--- config.mk ---
export PLATFORM = sky130hd
export DESIGN_NAME = bit_count_unit
export DESIGN_NICKNAME = d
export VERILOG_FILES = /design/src/rtl/bit_count_unit.sv
export SDC_FILE = /design/constraint.sdc
export NUM_CORES = 1
export LEC_CHECK = 0
export ABC_AREA = 1
export BUFFER_PORTS_ARGS = -buffer_cell sky130_fd_sc_hd__buf_2
export CELL_PAD_IN_SITES_DETAIL_PLACEMENT = 1
export CELL_PAD_IN_SITES_GLOBAL_PLACEMENT = 2
export CORE_UTILIZATION = 35
export DETAILED_ROUTE_END_ITERATION = 8
export HOLD_SLACK_MARGIN = 0.08
export PLACE_DENSITY_LB_ADDON = 0.1
export SYNTH_ARGS = -nofsm -noshare
export SYNTH_HDL_FRONTEND = slang
export SYNTH_SLANG_ARGS = --single-unit
--- constraint.sdc ---
create_clock -name i_clk -period 3.5 [get_ports i_clk]
set_input_delay 1.05 -clock i_clk [delete_from_list [all_inputs] [get_ports i_clk]]
set_output_delay 1.05 -clock i_clk [all_outputs]
set_load 0.01 [all_outputs]
--- src/rtl/bit_count_unit.sv ---
// -----------------------------------------------------------------------------
// bit_count_unit
//
// Multi-cycle bit counter for the 2*LEN-bit word W = {i_a, i_b}. Each COUNT
// cycle examines STEP bits, so every operation takes N = 2*LEN/STEP COUNT
// cycles regardless of operand value.
//
// Modes (i_mode):
//   00 : number of zero bits in W
//   01 : number of one bits in W
//   10 : leading zeros  (zeros above the most significant 1)
//   11 : trailing zeros (zeros below the least significant 1)
//
// Ports:
//   i_clk    : clock, rising edge active
//   i_rst_n  : asynchronous active-low reset
//   i_start  : operation request, only sampled while idle
//   i_mode   : operation select (see above), captured at start
//   i_a      : upper half of W (LEN bits), captured at start
//   i_b      : lower half of W (LEN bits), captured at start
//   o_busy   : high while an operation is in COUNT or DONE
//   o_done   : one-cycle pulse while the fresh result is presented
//   o_count  : result bits [LEN-1:0], held until the next result
//   o_carry  : result bit LEN
// -----------------------------------------------------------------------------
module bit_count_unit #(
  parameter int LEN  = 4,
  parameter int STEP = 2
) (
  input  logic           i_clk,
  input  logic           i_rst_n,
  input  logic           i_start,
  input  logic [1:0]     i_mode,
  input  logic [LEN-1:0] i_a,
  input  logic [LEN-1:0] i_b,
  output logic           o_busy,
  output logic           o_done,
  output logic [LEN-1:0] o_count,
  output logic           o_carry
);

  localparam int WW    = 2 * LEN;
  localparam int N     = WW / STEP;
  localparam int CNT_W = (N > 1) ? $clog2(N) : 1;
  // LEN+1 bits always covers the maximum count of 2*LEN for LEN >= 2.
  localparam int ACC_W = LEN + 1;

  typedef enum logic [1:0] {
    S_IDLE  = 2'd0,
    S_COUNT = 2'd1,
    S_DONE  = 2'd2
  } state_t;

  state_t             r_state;
  logic [WW-1:0]      r_word;
  logic [1:0]         r_mode;
  logic [ACC_W-1:0]   r_acc;
  logic               r_found;
  logic [CNT_W-1:0]   r_step;
  logic               r_busy;
  logic               r_done;
  logic [LEN-1:0]     r_count;
  logic               r_carry;

  logic [WW-1:0]      w_word_in;
  logic [WW-1:0]      w_word_rev;
  logic [WW-1:0]      w_word_load;
  logic [ACC_W-1:0]   w_acc_next;
  logic               w_found_next;
  logic               w_last_step;

  assign w_word_in = {i_a, i_b};

  // Leading-zero mode stores W bit-reversed so that every mode can consume
  // the captured word LSB-first with one shared shifter.
  generate
    for (genvar gi = 0; gi < WW; gi++) begin : g_rev
      assign w_word_rev[gi] = w_word_in[WW-1-gi];
    end
  endgenerate

  assign w_word_load = (i_mode == 2'b10) ? w_word_rev : w_word_in;
  assign w_last_step = (r_step == CNT_W'(N - 1));

  // Accumulate the STEP bits currently sitting at the bottom of r_word.
  // For the leading/trailing modes the found flag is updated bit by bit so
  // a 1 part-way through a step stops counting for the remaining bits.
  always_comb begin
    w_acc_next   = r_acc;
    w_found_next = r_found;
    for (int k = 0; k < STEP; k++) begin
      case (r_mode)
        2'b00: begin
          if (!r_word[k]) w_acc_next = w_acc_next + ACC_W'(1);
        end
        2'b01: begin
          if (r_word[k]) w_acc_next = w_acc_next + ACC_W'(1);
        end
        default: begin
          if (!w_found_next) begin
            if (r_word[k]) w_found_next = 1'b1;
            else           w_acc_next   = w_acc_next + ACC_W'(1);
          end
        end
      endcase
    end
  end

  always_ff @(posedge i_clk or negedge i_rst_n) begin
    if (!i_rst_n) begin
      r_state <= S_IDLE;
      r_word  <= '0;
      r_mode  <= 2'b00;
      r_acc   <= '0;
      r_found <= 1'b0;
      r_step  <= '0;
      r_busy  <= 1'b0;
      r_done  <= 1'b0;
      r_count <= '0;
      r_carry <= 1'b0;
    end else begin
      case (r_state)
        S_IDLE: begin
          r_done <= 1'b0;
          if (i_start) begin
            r_state <= S_COUNT;
            r_busy  <= 1'b1;
            r_word  <= w_word_load;
            r_mode  <= i_mode;
            r_acc   <= '0;
            r_found <= 1'b0;
            r_step  <= '0;
          end
        end
        S_COUNT: begin
          r_acc   <= w_acc_next;
          r_found <= w_found_next;
          r_word  <= r_word >> STEP;
          r_step  <= r_step + CNT_W'(1);
          if (w_last_step) begin
            r_state            <= S_DONE;
            r_done             <= 1'b1;
            {r_carry, r_count} <= w_acc_next;
          end
        end
        S_DONE: begin
          r_state <= S_IDLE;
          r_busy  <= 1'b0;
          r_done  <= 1'b0;
        end
        default: begin
          r_state <= S_IDLE;
          r_busy  <= 1'b0;
          r_done  <= 1'b0;
        end
      endcase
    end
  end

  assign o_busy  = r_busy;
  assign o_done  = r_done;
  assign o_count = r_count;
  assign o_carry = r_carry;

endmodule

==> results by group <==
Job
  • Max-Cap Viols: 0

Critical path
  • Worst r2r src: r_mode[1]
  • Critical Path AT: 2.62 ns
  • Startpoint Class: flop
  • WP data required: 3.72 ns
  • Flop2flop setup slack: between 1 and 1.5 ns
  • Critical R2R Capture: r_acc[4]
  • Crit Path Class: flop to flop
  • Reg2reg path depth: 14
  • Crit path capture type: flop
  • CP Max Fanout: 9

STA
  • Slew Limit Fails: 0
  • Clk_skew: 0.00949 ns
  • RSZ-0062 raised after global routing: false
  • Final setup fails: 0
  • Worst slew pin tran: 0.622 ns
  • Post-route clock period utilization: 0.683
  • Fmax achieved: 0.418 GHz
  • Worst slew margin relative to its limit: 0.585
  • Setup tns final: 0 ns
  • Hold Fails Final Rpt: 0
  • Tmin final: ~2.4 ns
  • Final WS setup: 1.11 ns
  • Worst hold slack: 0.487 ns

Drt
  • Wirelength per Cell: approximately 14 microns
  • WL met2: 2230 microns
  • First-pass DRT Iterations: 4
  • Drc violations: 0
  • Top layer in use: met4
  • Wl on met1: between 2000 and 2500 microns
  • WL final: ~4500 microns
  • DR WL met3: around 78 microns
  • DR vias/cell: 4.89
  • Initial DRC Count: 50
  • Vias: ~1,600
  • Routed Antenna Nets: 0

Power and ir drop
  • VDD IR-drop max: 0.000312 V
  • PD cells: 1080 nW/um^2
  • Total power: 0.00205 W
  • Total leakage power: 0.929 nW

Synthesis
  • Post-synthesis sequential area ratio: 0.396
  • Number of flops mapped to enable cells by yosys: 0
  • Most frequent cell after synthesis: nand2_1
  • Synthesized area per cell: 7.21 sq um
  • Top cell type's share of synthesized area: 0.396
  • Top post-synthesis cells by count: nand2_1 (66), dfrtp_1 (27), o21ai_0 (27), inv_1 (24), nor2_1 (17)
  • Synth unique cells: 30
  • Mapped Area: 1710 sq um
  • Ys async rst share: 1.00
  • Gate count of the mapped netlist: 237
  • Flops & latches, synth: 27
  • Syn_nets: 253
  • Largest area contributor in the netlist: dfrtp_1
  • Main synth FF type: dfrtp_1
  • Synth top area cells: dfrtp_1 (40%), nand2_1 (15%), o21ai_0 (7.9%), inv_1 (5.3%), nand3_1 (4.4%)
  • YS warnings: 0

Finish
  • Nets: about 270
  • Ant. Diodes: 0
  • Area added between synthesis and finish: 11.4%
  • Layout cells sized above 1: 0.161
  • Fill count: 630
  • Non-Filler Instances: between 300 and 400

Floorplan
  • Core Region: 4720 sq um
  • Die width: 71.9 microns
  • Initial Utilization: 0.362
  • Io pins: 20
  • Num rows: 25
  • Chip height: 71.9 microns
  • Die area: 5160 sq um

Hold path
  • Hold path start: o_count[3]
  • Hold crit path type: flop to flop
  • Hold Path End: o_count[3]
  • Hold depth: 2

Run status
  • Status: completed

CTS
  • Clock Latency Late Sink: 0.28 ns
  • Cts hold-fix bufs: 0
  • Reg clk slew, reported paths: roughly 0.1 ns
  • H-Tree Depth: 1
  • CTS Buffer Depth: 2
  • Post-CTS setup buffer count: 0
  • Root Driver: clkbuf_8
  • CTS tree: built
  • Clock Sink Count: 27
  • PostCTS Resize Cnt: 0
  • Total CTS buffers: 3

Placed design
  • Post-DP HPWL: 3580 microns
  • GP Congestion: 0.765
  • Pre-CTS setup slack: 1.08 ns
  • Input/output buffers: 19
  • Placed cell count: 318

Global route
  • Overall routing resource usage: 0.193
  • Number of antenna violations at the first check in global routing: 0
  • Vias in the first global route: 1,579
  • Maximum number of pins on one net before global-route repair: 28
  • Grt total ovfl: 0
  • First-pass GRT wire length: between 7000 and 8000 microns
[through the flow]
step	util	area, sq um
after floorplan	-	1710
after global placement	0.393	1850
after detailed placement	0.393	1850
after CTS	0.403	1900
after global routing	0.403	1900
final	0.403	1900
[how the worst max path moves through the flow]
stage	to	startpoint	slack [ns]	cells after the start
finish	r_acc[4]	r_mode[1]	1.11	14
global route	r_acc[4]	r_word[0]	0.90	13
CTS	r_acc[4]	r_mode[1]	1.10	14
detailed placement	r_word[0]	i_mode[0]	1.08	7
global placement	r_word[1]	i_mode[0]	1.07	7
floorplan	o_carry	r_acc[0]	1.47	13
[cell usage in the layout (no fill, tap or decap)]
master      instances
nand3_1            15
o21bai_1            1
o211ai_1            3
nand2_1            66
clkinv_2            1
nor2_1             17
nand2_4             3
nor2_8              1
clkbuf_8            3
nor2_2              1
inv_4               1
inv_1              24
buf_4               1
a22o_1              1
o31ai_1             2
ha_1                3
o21ai_1             3
o21ai_0            27
nand2_2             7
o22ai_1             3
nor3_1              1
clkinvlp_4          1
xor2_1              2
inv_2               2
nand4_1             4
buf_2              19
a21oi_1            14
or3_1               1
a21oi_2             1
dfrtp_1            27
[flip-flops by register name, summed over array words and instances (netlist names)]
name     flops
r_word       8
r_acc        5
o_count      4
r_mode       2
r_state      2
r_step       2
o_busy       1
o_carry      1
o_done       1
r_found      1
[layer usage]
| layer | vias to the layer above | GRT usage |
|---|---|---|
| li1 | 812 | - |
| met5 | - | 0 |
| met4 | 0 | 0.0392 |
| met3 | 2 | 0.0211 |
| met2 | 15 | 0.332 |
| met1 | 746 | 0.263 |
[critical path, stage by stage, from the launching register on]
cell     delay [ns]
dfrtp_1        0.61
inv_4          0.08
nand2_4        0.13
a21oi_1        0.05
o21ai_0        0.09
nand2_1        0.08
nor2_2         0.19
ha_1           0.25
inv_1          0.07
nor2_1         0.12
nand2_2        0.07
or3_1          0.34
nand2_1        0.12
nand2_1        0.07
nand2_1        0.07
[power breakdown]
group / switching [W] / internal [W] / total (W)
Combinational: 0.000841 / 0.000416 / 0.00126
Clock: 0.000104 / 0.0000809 / 0.000184
Sequential: 0.000150 / 0.000461 / 0.000611
[layout make-up]
class / instances / area, sq um / share of cell area
multi-input cells: 176 / 883 / 0.464
flip-flops and latches: 27 / 676 / 0.355
inverters: 28 / 109 / 0.0572
repair buffers: 20 / 103 / 0.0539
well taps: 67 / 83.8 / 0.0440
clock buffers: 3 / 41.3 / 0.0217
clock inverters: 1 / 7.51 / 0.00394
[logic make-up after synthesis]
family | after synthesis | share of synthesized area
buffers and inverters | 34 | 0.0872
AOI/OAI and AO/OA | 55 | 0.177
adders and majority gates | 3 | 0.0220
DFF | 27 | 0.396
and+or+nand+nor | 116 | 0.308
xor gates and xnor gates | 2 | 0.0103
Power figures use the tool's default switching activity.
